[config.mk]
export PLATFORM = sky130hd
export DESIGN_NAME = hlen_offset_ctrl
export DESIGN_NICKNAME = d
export VERILOG_FILES = /design/src/rtl/hlen_offset_ctrl.sv
export SDC_FILE = /design/constraint.sdc
export NUM_CORES = 1
export LEC_CHECK = 0
export CAP_MARGIN = 20
export CORE_MARGIN = 1.5
export CORE_UTILIZATION = 29
export CTS_BUF_LIST = sky130_fd_sc_hd__clkbuf_8
export CTS_CLUSTER_DIAMETER = 100
export DETAILED_ROUTE_END_ITERATION = 8
export PLACE_DENSITY = 0.83
export SYNTH_ARGS = -nofsm -noshare
export SYNTH_HDL_FRONTEND = slang
export SYNTH_SLANG_ARGS = --single-unit
[constraint.sdc]
create_clock -name clk -period 1.9 [get_ports clk]
set_input_delay 0.38 -clock clk [delete_from_list [all_inputs] [get_ports clk]]
set_output_delay 0.38 -clock clk [all_outputs]
set_load 0.01 [all_outputs]
[src/rtl/hlen_offset_ctrl.sv]
`default_nettype none
// ============================================================================
// Module      : hlen_offset_ctrl
// Description : Fetches the IP header IHL of each new packet through a shared
//               packet-buffer read port, holds HLEN in bytes for the EX-stage
//               offset adder, and stalls LW/SW in EX until HLEN is valid.
// Revision    : 1.0 - initial release
// ============================================================================
module hlen_offset_ctrl #(
   parameter int ADDR_WIDTH = 8,
   parameter int DATA_WIDTH = 64,
   parameter int IHL_WORD   = 1,
   parameter int IHL_LSB    = 8
) (
   input  logic                  clk,
   input  logic                  reset,
   input  logic                  pkt_start,
   input  logic [ADDR_WIDTH-1:0] pkt_base_addr,
   input  logic                  pkt_done,
   output logic                  mem_rd_req,
   output logic [ADDR_WIDTH-1:0] mem_rd_addr,
   input  logic                  mem_rd_gnt,
   input  logic                  mem_rd_valid,
   input  logic [DATA_WIDTH-1:0] mem_rd_data,
   input  logic                  LW_EX,
   input  logic                  SW_EX,
   output logic [63:0]           hlen_out,
   output logic                  hlen_valid,
   output logic                  stall_EX,
   output logic                  hdr_err
);

   typedef enum logic [1:0] {
      ST_IDLE  = 2'd0,
      ST_REQ   = 2'd1,
      ST_WAIT  = 2'd2,
      ST_READY = 2'd3
   } state_t;

   state_t                  state;
   logic                    discard_pend;
   logic [ADDR_WIDTH-1:0]   hdr_addr;
   logic [3:0]              ihl;
   logic                    ihl_short;
   logic                    unused_data;

   // Header word address wraps naturally at the address width.
   assign hdr_addr    = pkt_base_addr + ADDR_WIDTH'(IHL_WORD);
   assign ihl         = mem_rd_data[IHL_LSB +: 4];
   assign ihl_short   = (ihl < 4'd5);
   assign unused_data = ^mem_rd_data;

   assign stall_EX = (LW_EX | SW_EX) & ~hlen_valid;

   always_ff @(posedge clk) begin
      if (reset) begin
         state        <= ST_IDLE;
         mem_rd_req   <= 1'b0;
         mem_rd_addr  <= '0;
         hlen_out     <= '0;
         hlen_valid   <= 1'b0;
         hdr_err      <= 1'b0;
         discard_pend <= 1'b0;
      end else begin
         case (state)
            ST_IDLE: begin
               if (pkt_start) begin
                  state       <= ST_REQ;
                  mem_rd_req  <= 1'b1;
                  mem_rd_addr <= hdr_addr;
                  hdr_err     <= 1'b0;
               end
            end

            ST_REQ: begin
               if (pkt_start) begin
                  mem_rd_addr <= hdr_addr;
                  hdr_err     <= 1'b0;
               end else if (mem_rd_gnt) begin
                  state      <= ST_WAIT;
                  mem_rd_req <= 1'b0;
               end
            end

            ST_WAIT: begin
               if (pkt_start) begin
                  mem_rd_addr <= hdr_addr;
                  hdr_err     <= 1'b0;
                  // A response landing in the same cycle is the stale one;
                  // drop it and reissue right away instead of waiting again.
                  if (mem_rd_valid) begin
                     state        <= ST_REQ;
                     mem_rd_req   <= 1'b1;
                     discard_pend <= 1'b0;
                  end else begin
                     discard_pend <= 1'b1;
                  end
               end else if (mem_rd_valid) begin
                  if (discard_pend) begin
                     state        <= ST_REQ;
                     mem_rd_req   <= 1'b1;
                     discard_pend <= 1'b0;
                  end else begin
                     state      <= ST_READY;
                     hlen_valid <= 1'b1;
                     if (ihl_short) begin
                        hlen_out <= 64'd20;
                        hdr_err  <= 1'b1;
                     end else begin
                        hlen_out <= {58'b0, ihl, 2'b00};
                     end
                  end
               end
            end

            ST_READY: begin
               if (pkt_start) begin
                  state       <= ST_REQ;
                  mem_rd_req  <= 1'b1;
                  mem_rd_addr <= hdr_addr;
                  hlen_valid  <= 1'b0;
                  hdr_err     <= 1'b0;
               end else if (pkt_done) begin
                  state      <= ST_IDLE;
                  hlen_valid <= 1'b0;
               end
            end

            default: begin
               state        <= ST_IDLE;
               mem_rd_req   <= 1'b0;
               hlen_valid   <= 1'b0;
               discard_pend <= 1'b0;
            end
         endcase
      end
   end

endmodule
`default_nettype wire

==> impl_metrics.tcl <==
set metrics [dict create \
    antenna_left 0 \
    fin_crit_ns 1.750 \
    ys_types 34 \
    drcViolationCount 0 \
    power.leakage_uw 0.0007544 \
    synth-edff-count 0 \
    fp.dieW_um 73.32 \
    grt_pass1_wl_um 3698 \
    start_util_pct 30.16 \
    layout.nets 298 \
    avgSynthCellArea_um2 8.336 \
    synth_seq_cells 18 \
    die_area_um2 5375 \
    hold_path_class "register to register" \
    skew_ns 0.003514 \
    clkTransAtPathRegs_ns 0.07 \
    numPortBuffers 35 \
    critPathCaptureType "register" \
    drive_above_1_share_pct 8.057 \
    setup_viol 0 \
    first_pass_iters 3 \
    min_period_over_period_pct 92.08 \
    postCtsSetupBuffers 0 \
    drv_cap 0 \
    cp-start-kind "register" \
    cts_made_buffers 3 \
    detail_route.wl_per_cell_um 8.759 \
    crit_chain "inv_1, ha_1, o41ai_4, buf_12, mux2i_1, nor2_1" \
    cts_tree "yes" \
    cpPeakStageDelay_ns 0.41 \
    first_global_vias 864 \
    clkSinkCount 18 \
    antenna_cells 0 \
    fill_cells 521 \
    fmax_mhz 571.6 \
    antenna_found_initial 0 \
    cp_top_family "flip-flops" \
    tns_ns 0 \
    ir_worst_vdd_v 0.0005340 \
    regArea_um2 360.3 \
    track_usage_pct 8.891 \
    outcome "finished clean" \
    die_h_um 73.32 \
    yosysWarningCount 0 \
    row_count 25 \
    grt-ovfl-total 0 \
    insertion_delay_ns 0.26 \
    dominantRegCellSynth "dfxtp_1" \
    drtIter0Drc 48 \
    synthCells 172 \
    worst-setup-path-type "register to register" \
    rsz0062_at_grt "false" \
    cts_max_level 1 \
    cts-root-buf "clkbuf_8" \
    place_hpwl_um 2026 \
    syn_to_final_growth_pct 20.24 \
    drv_slew 0 \
    cp_max_fo 15 \
    viasPerCell 3.791 \
    holdWs_ns 0.4691 \
    cp.required_ns 2.05 \
    cts_buffer_depth 2 \
    ioPinCount 156 \
    p_per_area_nw_per_um2 896.4 \
    core_area_um2 4755 \
    crit_arrival_ns 1.90 \
    async_reset_ff_share_pct 0 \
    final_hold_viol_count 0 \
    via_count 1054 \
    grt_max_degree 16 \
    place_congestion 0.7029 \
    path_buf_inv 2 \
    ys_seq_area_share_pct 25.13 \
    slowest_stage "dfxtp_1" \
    finalWirelength_um 2435 \
    syn_area_um2 1434 \
    multiInputGateArea_um2 795.8 \
]
-- synth_stat cells, drive strengths merged (4+ instances only) --
library cell	count	area share, %
buf	61	32
dfxtp	18	25
nor2	15	3.9
a211oi	8	5.2
a21oi	7	2.7
inv	7	1.8
ha	6	5.2
nand2	5	1.3
nand3	5	1.7
nor3	5	2.1
o21ai	4	1.4
xor2	4	2.4
-- worst paths after layout --
kind / from / to / slack (ns) / cells after the start
min: hlen_out[5] / hlen_out[5] / 0.47 / 2
max: state[0] / mem_rd_addr[1] / 0.15 / 6
min reg2reg: hlen_out[5] / hlen_out[5] / 0.47 / 2
max reg2reg: state[0] / mem_rd_addr[1] / 0.15 / 6
-- where the power goes --
part	switching [uW]	internal, uW
registers	54.5	456
clock network	130	184
logic	377	344
total	562	984
-- placed cells by master, fill, tap and decap left out, types with 5 or more instances in the layout --
master	instances
a21oi_1	6
inv_1	7
nand3_1	5
clkdlybuf4s50_1	34
dfxtp_1	18
nand2_1	5
conb_1	60
ha_1	6
nor2_1	15
a211oi_1	5
-- stage by stage --
| stage | setup slack (ns) | total power (uW) | util (%) | cells | instance area, um^2 |
|---|---|---|---|---|---|
| after global placement | 0.03803 | 1224 | 35.05 | 274 | 1667 |
| after global routing | 0.01126 | 1663 | 36.26 | 278 | 1724 |
| after floorplan | 0.2177 | 1072 | - | 231 | 1655 |
| after detailed placement | 0.008159 | 1247 | 35.05 | 274 | 1667 |
| final | 0.1504 | 1546 | 36.26 | 278 | 1724 |
| after CTS | 0.009087 | 1571 | 36.21 | 278 | 1722 |
-- layer usage --
metal,routed length (um),global-route usage [%],part of all wire [%],vias up
li1,-,-,-,533
met5,0,0,0,-
met1,1026,10.47,42,462
met2,1122,14.34,46,55
met3,264,3.978,11,4
met4,23,3.086,0.94,0
-- cell type report --
type	instances	area share, %
Clock buffer	4	3.193
Inverter	7	1.524
Multi-Input combinational cell	142	46.15
Sequential cell	18	20.90
Tap cell	67	4.862
Timing Repair Buffer	40	23.37
-- tightest hold or removal path, delay by kind of cell, from the launching register on --
kind / cells / cell delay, ns
AOI/OAI and AO/OA: 1 / 0.06
DFF: 1 / 0.31
and+or+nand+nor: 1 / 0.05
-- what timing repair did --
action                                 4_1_cts  5_1_grt
resized for setup                            0        1
endpoints found under the hold margin        0        0
setup endpoints to repair                    0        1
hold buffers                                 0        0
-- state kept, by name, indices dropped and copies added (netlist names) --
| name | cells |
|---|---|
| mem_rd_addr | 8 |
| hlen_out | 4 |
| state | 2 |
| discard_pend | 1 |
| hdr_err | 1 |
| hlen_valid | 1 |
| mem_rd_req | 1 |
-- cells by family (layout without fill, tap and decap cells) --
family,count (synthesis),count (layout),synth area share [%]
simple gates,40,40,13.53
compound gates,29,29,16.67
mux,1,1,0.6981
other cells,1,60,0.2615
buf+inv,71,51,34.82
flops,18,18,25.13
xor+xnor,6,6,3.665
fa+ha+maj,6,6,5.235
Power figures use the tool's default switching activity.
